**config.mk**
```make
export PLATFORM = sky130hd
export DESIGN_NAME = mips_cache_controller
export DESIGN_NICKNAME = d
export VERILOG_FILES = /design/src/rtl/mips_cache_controller.sv
export SDC_FILE = /design/constraint.sdc
export NUM_CORES = 1
export LEC_CHECK = 0
export BUFFER_PORTS_ARGS = -buffer_cell sky130_fd_sc_hd__buf_2
export CORE_MARGIN = 2
export CORE_UTILIZATION = 55
export DETAILED_ROUTE_END_ITERATION = 10
export PLACE_DENSITY = 0.83
export RECOVER_POWER = 100
export SETUP_SLACK_MARGIN = 0.1
export SYNTH_ARGS = -nofsm -noshare
export SYNTH_HDL_FRONTEND = slang
export SYNTH_SLANG_ARGS = --single-unit
```
**constraint.sdc**
```tcl
create_clock -name clk -period 4.9 [get_ports clk]
set_input_delay 0.49 -clock clk [delete_from_list [all_inputs] [get_ports clk]]
set_output_delay 0.49 -clock clk [all_outputs]
set_load 0.01 [all_outputs]
```
**src/rtl/mips_cache_controller.sv**
```systemverilog
// Write-through buffer and miss-fill controller that sits beside a MIPS data cache.
// CPU writes are posted to a small FIFO and drained to an Avalon-style memory
// master; a cache miss triggers a single-word fill once all posted writes are out.
module mips_cache_controller #(
  parameter int WBUF_DEPTH = 4
) (
  input  logic        clk,
  input  logic        rst,
  input  logic [31:0] addr,
  input  logic        read_en,
  input  logic        write_en,
  input  logic [31:0] writedata,
  input  logic [3:0]  byte_en,
  input  logic        stall,
  output logic [31:0] data_in,
  output logic        data_valid,
  output logic        ctrl_stall,
  output logic [31:0] mem_address,
  output logic        mem_read,
  output logic        mem_write,
  output logic [31:0] mem_writedata,
  output logic [3:0]  mem_byteenable,
  input  logic [31:0] mem_readdata,
  input  logic        mem_waitrequest
);

  localparam int PTR_W = $clog2(WBUF_DEPTH);
  localparam int CNT_W = PTR_W + 1;

  typedef enum logic [1:0] {IDLE, WRITE, FILL, DONE} state_t;

  state_t             state_q;
  logic [PTR_W-1:0]   wr_ptr_q, wr_ptr_d;
  logic [PTR_W-1:0]   rd_ptr_q, rd_ptr_d;
  logic [CNT_W-1:0]   count_q, count_d;

  logic [29:0]        wb_addr_q [WBUF_DEPTH];
  logic [31:0]        wb_data_q [WBUF_DEPTH];
  logic [3:0]         wb_be_q   [WBUF_DEPTH];

  logic [31:0]        data_in_q;
  logic               data_valid_q;
  logic [31:0]        mem_address_q;
  logic               mem_read_q;
  logic               mem_write_q;
  logic [31:0]        mem_writedata_q;
  logic [3:0]         mem_byteenable_q;

  logic               wbuf_full;
  logic               wbuf_empty;
  logic               push;
  logic               pop;
  logic               miss;
  logic               addr_lo_unused;

  // Byte offset bits never reach memory: the bus is word addressed with byte enables.
  assign addr_lo_unused = ^addr[1:0];

  assign wbuf_full  = (count_q == CNT_W'(WBUF_DEPTH));
  assign wbuf_empty = (count_q == '0);
  assign ctrl_stall = write_en & ~stall & wbuf_full;
  assign push       = write_en & ~stall & ~wbuf_full;
  assign pop        = (state_q == WRITE) & ~mem_waitrequest;
  assign miss       = stall & (read_en | write_en);

  assign data_in        = data_in_q;
  assign data_valid     = data_valid_q;
  assign mem_address    = mem_address_q;
  assign mem_read       = mem_read_q;
  assign mem_write      = mem_write_q;
  assign mem_writedata  = mem_writedata_q;
  assign mem_byteenable = mem_byteenable_q;

  // Next pointer/count values; pointers wrap naturally because depth is a power of two.
  always_comb begin
    wr_ptr_d = wr_ptr_q;
    rd_ptr_d = rd_ptr_q;
    count_d  = count_q;
    if (push) wr_ptr_d = wr_ptr_q + PTR_W'(1);
    if (pop)  rd_ptr_d = rd_ptr_q + PTR_W'(1);
    case ({push, pop})
      2'b10:   count_d = count_q + CNT_W'(1);
      2'b01:   count_d = count_q - CNT_W'(1);
      default: count_d = count_q;
    endcase
  end

  // Write-buffer occupancy bookkeeping; reset discards every posted write.
  always_ff @(posedge clk or negedge rst) begin
    if (!rst) begin
      wr_ptr_q <= '0;
      rd_ptr_q <= '0;
      count_q  <= '0;
    end else begin
      wr_ptr_q <= wr_ptr_d;
      rd_ptr_q <= rd_ptr_d;
      count_q  <= count_d;
    end
  end

  // Write-buffer payload storage; contents are only meaningful below the count.
  always_ff @(posedge clk) begin
    if (push) begin
      wb_addr_q[wr_ptr_q] <= addr[31:2];
      wb_data_q[wr_ptr_q] <= writedata;
      wb_be_q[wr_ptr_q]   <= byte_en;
    end
  end

  // Memory-side sequencer: posted writes always win over a fill, keeping RAW order.
  always_ff @(posedge clk or negedge rst) begin
    if (!rst) begin
      state_q          <= IDLE;
      data_in_q        <= '0;
      data_valid_q     <= 1'b0;
      mem_address_q    <= '0;
      mem_read_q       <= 1'b0;
      mem_write_q      <= 1'b0;
      mem_writedata_q  <= '0;
      mem_byteenable_q <= '0;
    end else begin
      case (state_q)
        IDLE: begin
          if (!wbuf_empty) begin
            state_q          <= WRITE;
            mem_write_q      <= 1'b1;
            mem_address_q    <= {wb_addr_q[rd_ptr_q], 2'b00};
            mem_writedata_q  <= wb_data_q[rd_ptr_q];
            mem_byteenable_q <= wb_be_q[rd_ptr_q];
          end else if (miss) begin
            state_q          <= FILL;
            mem_read_q       <= 1'b1;
            mem_address_q    <= {addr[31:2], 2'b00};
            mem_byteenable_q <= 4'b1111;
          end
        end
        WRITE: begin
          if (!mem_waitrequest) begin
            state_q     <= IDLE;
            mem_write_q <= 1'b0;
          end
        end
        FILL: begin
          if (!mem_waitrequest) begin
            state_q      <= DONE;
            mem_read_q   <= 1'b0;
            data_in_q    <= mem_readdata;
            data_valid_q <= 1'b1;
          end
        end
        DONE: begin
          state_q      <= IDLE;
          data_valid_q <= 1'b0;
        end
        default: begin
          state_q      <= IDLE;
          mem_read_q   <= 1'b0;
          mem_write_q  <= 1'b0;
          data_valid_q <= 1'b0;
        end
      endcase
    end
  end

endmodule

```
==> impl_summary.log, run 1 <==
[metrics] status: finished with violations
[metrics] failing checks: capacitance limit, slew limit
[metrics] count of TritonRoute iterations in the first routing pass: 5
[metrics] Final Wtd Congestion: approximately 0.73
[metrics] first-pass GRT wire length: around 42000 um
[metrics] CTS Buf Count: 37
[metrics] min-delay worst type: primary input to flop
[metrics] total setup violations reported at the end of the flow: 0
[metrics] FMAX: between 200 and 300 MHz
[metrics] number of I/O pins: 210
[metrics] antenna violations before repair: 0
[metrics] die width: ~160 um
[metrics] core occupancy in the finished layout: 65.0%
[metrics] number of standard-cell rows in the floorplan: 58
[metrics] initial detailed-routing violation count: approximately 360
[metrics] final period demand of the worst path: approximately 3600 ps
[metrics] Max-Slew Margin vs Limit: -24.7%
[metrics] TritonCTS sink count: around 370
[metrics] HPWL Detailed: 15900 um
[metrics] mean routed wirelength per cell: about 22 um
[metrics] Synth Area per Inst: about 21 sq um
[metrics] core region area: 25200 sq um
[metrics] met1 capacity usage during global routing: a little over a quarter
[metrics] commonest non-fill, non-tap cells in the layout: sky130_fd_sc_hd__edfxtp_1 (264), sky130_fd_sc_hd__clkbuf_1 (184), sky130_fd_sc_hd__dfrtp_1 (108), sky130_fd_sc_hd__mux4_2 (61), sky130_fd_sc_hd__mux2_2 (60)
[metrics] cell count after synthesis: ~660
[metrics] busiest metal layer after global routing: met2
[metrics] flip-flop and latch count after synthesis: around 370
[metrics] Crit Path Class: flop to flop
[metrics] Critical Path Source Type: flop
[metrics] prevailing post-synth register cell: sky130_fd_sc_hd__edfxtp_1
[metrics] largest fanout of any net on the critical path: 35
[metrics] most common cell after layout, fill and taps aside: sky130_fd_sc_hd__edfxtp_1
[metrics] share of synthesized flip-flops with an asynchronous set or reset: 29.4%
[metrics] Area growth syn-to-layout: 15.8%
[metrics] maximum number of buffers from clock root to sink: 3
[metrics] sum of routed wire length over all layers: ~28000 um
[metrics] sequential cell area fraction in the yosys report: between 70 and 80%
[metrics] sum of overflow across all layers after global routing: 0
[metrics] required time reported for the critical path endpoint: ~5300 ps
[metrics] arrival time of the worst setup path: between 3000 and 4000 ps
[metrics] Tightest Pin Transition: 1870 ps
[metrics] leakage power: between 5 and 6 nW
[metrics] clock transition at the registers of the reported paths: ~60 ps
[metrics] total global routing track utilization: 20.7%
[metrics] worst setup slack after placement: 2000 ps
[metrics] Buffers on Ports: around 200
[metrics] H-tree depth: 2
[metrics] setup total negative slack: 0 ps
[metrics] synthesized cell area: 14100 sq um
[metrics] Ant. Diodes: 0
[metrics] met2 track demand over resource in global routing: roughly 36%
[metrics] total count of hold-check failures in the final report: 0
[metrics] total vias in the final route: between 7000 and 8000
[metrics] Period Utilization, post-route: roughly three quarters
[metrics] pin count of the biggest net entering global routing: a little under 70
[metrics] buffer type at the clock tree root: sky130_fd_sc_hd__clkbuf_16
[metrics] unrepaired setup endpoints after global routing: no
[metrics] GR Util met3: slightly below 4%
[metrics] post-layout net count: roughly 1000
[metrics] final setup skew: around 13 ps
[metrics] Post-DRT Antenna Nets: 0
[metrics] Max-cap violations: 4
[metrics] Max VDD drop: about 0.4 mV
[metrics] number of synthesized flops with an enable pin: ~260
[metrics] Setup WS post-layout: approximately 1300 ps
[metrics] die outline area: 27000 sq um
[metrics] Layout Cell Area excl Fill: between 15000 and 20000 sq um
[metrics] Critical Path End Type: flop
[metrics] area after detailed placement: 15400 sq um
[metrics] clock latency reported for the late side of the worst-skew pair: 510 ps
[metrics] number of distinct library cells after synthesis: 44
[metrics] initial core utilization: 56.1%
[metrics] fraction of final layout cells with drive strength greater than 1: about 28%
[metrics] CTS tree: done
[metrics] number of design rule violations left after detail routing: 0
[metrics] number of instances resized during post-cts repair: 0
[metrics] number of pins exceeding their max-slew limit in the final report: roughly 160
[metrics] Yosys Warn Count: 0
[metrics] via count of the first global-routing pass: between 7000 and 8000
[metrics] routed via count divided by cell count: between 5 and 6
[metrics] power per unit of standard cell area: 606 nW/um^2
[metrics] height of the die: between 150 and 200 um
==> report_power, final <==
group	leakage, nW	internal, W	switching, W
Combinational	1.42	0.00132	0.00121
Sequential	3.69	0.00412	0.000533
Clock	0.591	0.00161	0.00113
Total	5.70	0.00704	0.00287
==> synthesized netlist by cell type (2+ instances only) <==
library cell / n / share of area, %
sky130_fd_sc_hd__mux4_2: 61 / 9.7
sky130_fd_sc_hd__mux4_1: 5 / 0.93
sky130_fd_sc_hd__edfxtp_1: 264 / 56
sky130_fd_sc_hd__buf_4: 3 / 0.16
sky130_fd_sc_hd__dfrtp_1: 110 / 19
sky130_fd_sc_hd__o221a_2: 30 / 2.4
sky130_fd_sc_hd__buf_1: 5 / 0.13
sky130_fd_sc_hd__inv_1: 9 / 0.24
sky130_fd_sc_hd__nand2b_1: 2 / 0.088
sky130_fd_sc_hd__nand2_1: 2 / 0.053
sky130_fd_sc_hd__buf_2: 11 / 0.39
sky130_fd_sc_hd__dlymetal6s2s_1: 2 / 0.18
sky130_fd_sc_hd__clkbuf_1: 8 / 0.21
sky130_fd_sc_hd__nor2_1: 3 / 0.080
sky130_fd_sc_hd__buf_12: 3 / 0.42
sky130_fd_sc_hd__o21ai_0: 2 / 0.071
sky130_fd_sc_hd__o22a_1: 4 / 0.25
sky130_fd_sc_hd__ha_1: 5 / 0.44
sky130_fd_sc_hd__mux2_4: 4 / 0.42
sky130_fd_sc_hd__mux2_2: 60 / 4.8
sky130_fd_sc_hd__xnor2_1: 3 / 0.19
sky130_fd_sc_hd__a21oi_1: 3 / 0.11
sky130_fd_sc_hd__and2_1: 4 / 0.18
sky130_fd_sc_hd__buf_6: 4 / 0.32
sky130_fd_sc_hd__or3_1: 30 / 1.3
sky130_fd_sc_hd__xor2_1: 3 / 0.19
==> stage by stage <==
step                std cells  total power (W)  hold WS (ps)
floorplan                 659          0.00651           194
global placement         1169          0.00731           432
detailed placement       1169          0.00743           429
CTS                      1238           0.0102           169
global route             1238           0.0104           188
finish                   1238          0.00991           203
==> layer usage <==
metal	up-vias	routed length, um
met5	-	0
met4	0	587
met3	46	1670
met2	243	14300
met1	3648	11100
li1	3113	-
==> path summary, 6_finish.rpt <==
path,cells past startpoint,slack [ps],startpoint,endpoint
max,5,1310,count_q[0],mem_address[9]
min,2,200,mem_readdata[7],data_in[7]
max reg2reg,5,1310,count_q[0],mem_address[9]
min reg2reg,1,500,data_in[7],data_in[7]
max in group asynchronous,3,1740,rst,rd_ptr_q[1]
min in group asynchronous,2,910,rst,mem_address[6]
==> state kept, by name (all words and copies together), names as in the netlist <==
signal,count
wb_be_q,16
mem_writedata,32
mem_byteenable,4
wr_ptr_q,2
wb_addr_q,120
mem_write,1
mem_address,30
mem_read,1
rd_ptr_q,2
state_q,2
data_valid,1
count_q,3
wb_data_q,128
data_in,32
==> critical path, cell delays in order (launching register included) <==
cell and delay (ps):
sky130_fd_sc_hd__dfrtp_1 420, sky130_fd_sc_hd__nor3_1 400, sky130_fd_sc_hd__clkbuf_1 1290, sky130_fd_sc_hd__nand3_1 620, sky130_fd_sc_hd__buf_4 430, sky130_fd_sc_hd__o221a_2 300
==> area by class of cell <==
cell class / count / area, sq um
sequential: 374 / 10700
fill: 1755 / 8810
multi-input combinational: 239 / 3150
clock buffer: 55 / 1100
timing repair buffer: 218 / 893
tap: 330 / 413
clock inverter: 13 / 93.8
inverter: 9 / 33.8
==> kinds of logic after synthesis <==
kind of cell	after synthesis	synth area share, %
AOI/OAI and AO/OA	44	3.09
xor gates and xnor gates	6	0.372
buffers and inverters	46	2.16
muxes	132	16.0
and+or+nand+nor	49	2.23
DFF	374	75.5
adders and majority gates	6	0.584
other	1	0.0265
==> timing repair <==
item / in CTS / in global routing
endpoints found under the hold margin: 25 / 0
hold buffers: 1 / 0
endpoints found under the setup margin: 0 / 0
buffers inserted: 0 / 0
No activity file was read; power rests on OpenSTA's default activity.
==> run 2, diff against run 1 <==
- CORE_UTILIZATION: 55 -> 51
- PLACE_DENSITY: 0.83 -> 0.81
- clock period: 4.9 -> 3.2 ns (I/O delays scaled with it)
==> impl_summary.log, run 2 (synthesis gave the netlist of run 1 again) <==
[metrics] CTS tree: done
[metrics] final non-filler cell total: 1313 (+6.1%)
[metrics] pin count of the biggest net entering global routing: 67 (-1.5%)
[metrics] initial detailed-routing violation count: 506 (+41%)
[metrics] post-layout net count: 1022 (+3.1%)
[metrics] Filler cells: 1974 (+12%)
[metrics] clock latency reported for the late side of the worst-skew pair: 530 ps (+20 ps)
[metrics] number of standard-cell rows in the floorplan: 60 (+3.4%)
[metrics] Max VDD drop: 0.515 mV (+28%)
[metrics] final setup skew: 21.6 ps (+8.51 ps)
[metrics] number of design rule violations left after detail routing: 0 (unchanged)
[metrics] Max-Slew Margin vs Limit: -11.9% (+13 points)
[metrics] mean routed wirelength per cell: 21.8 um (-2.4%)
[metrics] register containing the most flip-flops in the final layout: wb_data_q
[metrics] cells along the critical path: inv_1, a31oi_1, and2_2, buf_4
[metrics] critical path buffer and inverter count: 2 (unchanged)
[metrics] arrival time of the worst setup path: 2840 ps (-1150 ps)
[metrics] switching share of total power: 28.7% (-0.20 points)
[metrics] count of TritonRoute iterations in the first routing pass: 4 (-1)
[metrics] initial core utilization: 52.2% (-4.0 points)
[metrics] buffer type at the clock tree root: sky130_fd_sc_hd__clkbuf_16
[metrics] largest incremental delay on the critical path: 880 ps (-410 ps)
[metrics] design internal power: 0.0111 W (+57%)
[metrics] largest fanout of any net on the critical path: 29 (-17%)
[metrics] leakage power: 5.88 nW (+3.1%)
[metrics] number of instances resized during post-cts repair: 0 (unchanged)
[metrics] commonest non-fill, non-tap cells in the layout: sky130_fd_sc_hd__edfxtp_1 (264), sky130_fd_sc_hd__clkbuf_1 (187), sky130_fd_sc_hd__dfrtp_1 (108), sky130_fd_sc_hd__mux4_2 (61), sky130_fd_sc_hd__mux2_2 (59)
[metrics] Critical Path End Type: flop
[metrics] first-pass GRT wire length: 44200 um (+5.8%)
[metrics] relative contribution of combinational cells to total power: 26.3% (+0.8 points)
[metrics] number of pins exceeding their max-slew limit in the final report: 88 (-46%)
[metrics] Max-cap violations: 2 (-2)
[metrics] total count of hold-check failures in the final report: 0 (unchanged)
[metrics] sum of routed wire length over all layers: 28600 um (+3.6%)
[metrics] Area growth syn-to-layout: 19.1%
[metrics] die outline area: 29100 sq um (+7.7%)
[metrics] status: finished with violations
[metrics] total global routing track utilization: 20.3% (-0.48 points)
[metrics] postcts setup bufs: 0 (unchanged)
[metrics] min-delay worst type: primary input to flop
[metrics] Critical Path Source Type: flop
[metrics] setup total negative slack: 0 ps (unchanged)
[metrics] total vias in the final route: 7178 (+1.8%)
[metrics] antenna violations before repair: 0 (unchanged)
[metrics] via count of the first global-routing pass: 7758 (+4.4%)
[metrics] height of the die: 171 um (+3.8%)
[metrics] number of cells in the design after placement: 1220 (+4.4%)
[metrics] required time reported for the critical path endpoint: 3410 ps (-1890 ps)
[metrics] HPWL Detailed: 16900 um (+6.3%)
[metrics] CTS Buf Count: 38 (+2.7%)
[metrics] maximum number of buffers from clock root to sink: 3 (unchanged)
[metrics] TritonCTS sink count: 374 (unchanged)
[metrics] routed via count divided by cell count: 5.47 (-4.0%)
[metrics] H-tree depth: 2 (unchanged)
[metrics] Crit Path Class: flop to flop
[metrics] Clk pwr share: 28.3% (+0.7 points)
[metrics] core region area: 27100 sq um (+7.6%)
[metrics] number of hold buffers added after CTS: 21 (+20)
[metrics] FMAX: 379 MHz (+36%)
[metrics] max FFs per register: 128 (unchanged)
[metrics] sum of overflow across all layers after global routing: 0 (unchanged)
[metrics] Final Wtd Congestion: 0.679 (-7.2%)
[metrics] largest registers ranked by flip-flop count: wb_data_q (128), wb_addr_q (120)
[metrics] switching power total: 0.00446 W (+56%)
[metrics] share of power burned in registers: 45.3% (-1.6 points)
[metrics] fraction of final layout cells with drive strength greater than 1: 28.3% (-0.12 points)
[metrics] Crit path max-delay family: simple AND/OR/NAND/NOR gates
[metrics] final period demand of the worst path: 2640 ps (-954 ps)
[metrics] Period Utilization, post-route: 82.3% (+9.1 points)
[metrics] total setup violations reported at the end of the flow: 0 (unchanged)
[metrics] Tightest Pin Transition: 1680 ps (-192 ps)
[metrics] reg-to-reg slack, setup: 560 ps (-750 ps)
[metrics] clock transition at the registers of the reported paths: 60 ps (about the same)
[metrics] highest-delay cell along the critical path: sky130_fd_sc_hd__and2_2
[metrics] Post-DRT Antenna Nets: 0 (unchanged)
[metrics] power per unit of standard cell area: 923 nW/um^2 (+52%)
[metrics] most common cell after layout, fill and taps aside: sky130_fd_sc_hd__edfxtp_1
[metrics] failing checks: capacitance limit, slew limit
[metrics] unrepaired setup endpoints after global routing: no
[metrics] number of I/O pins: 210 (unchanged)
[metrics] die width: 171 um (+3.8%)
[metrics] Buffers on Ports: 205 (unchanged)
run 2: area by class of cell:
class | count | area [sq um] | share of cell area (%)
Inverter | 9 | 33.8 | 0.201
Clock inverter | 12 | 180 | 1.07
Clock buffer | 58 | 1080 | 6.40
Tap cell | 372 | 465 | 2.76
Antenna cell | 1 | 2.50 | 0.0149
Multi-Input combinational cell | 239 | 3170 | 18.8
Sequential cell | 374 | 10700 | 63.5
Timing Repair Buffer | 248 | 1220 | 7.26
run 2: through the flow:
stage,cell area [sq um],util [%],setup slack [ps],power (W),hold WS [ps]
2_1_floorplan,14100,-,236,0.00996,24.4
3_3_place_gp,15600,57.6,839,0.0113,427
3_5_place_dp,15600,57.6,806,0.0115,433
4_1_cts,17100,63.0,812,0.0159,0.622
5_1_grt,16800,62.1,355,0.0163,16.8
6_report,16800,62.1,565,0.0155,32.9
run 2: path summary, 6_finish.rpt:
path / cells after the start / end / start
setup / recovery: 4 / wb_addr_q[1][9] / count_q[0]
hold / removal: 2 / data_in[15] / mem_readdata[15]
setup reg to reg: 4 / wb_addr_q[1][9] / count_q[0]
hold reg to reg: 1 / data_in[7] / data_in[7]
max in group asynchronous: 3 / rd_ptr_q[1] / rst
min in group asynchronous: 2 / mem_writedata[27] / rst
run 2: power groups by stage:
| stage | clock network, W | logic, W | registers, W |
|---|---|---|---|
| floorplan | 0 | 0.00285 | 0.00711 |
| global placement | 0 | 0.00423 | 0.00706 |
| detailed placement | 0 | 0.00437 | 0.00712 |
| CTS | 0.00449 | 0.00441 | 0.00705 |
| global route | 0.00470 | 0.00446 | 0.00718 |
| finish | 0.00440 | 0.00409 | 0.00704 |
run 2: routing by layer:
metal	vias to the layer above	global-route usage (%)	routed length [um]
met5	-	0	0
met1	3729	27.5	12100
met3	36	5.81	1950
met4	0	4.38	434
li1	3190	-	-
met2	223	33.1	14100
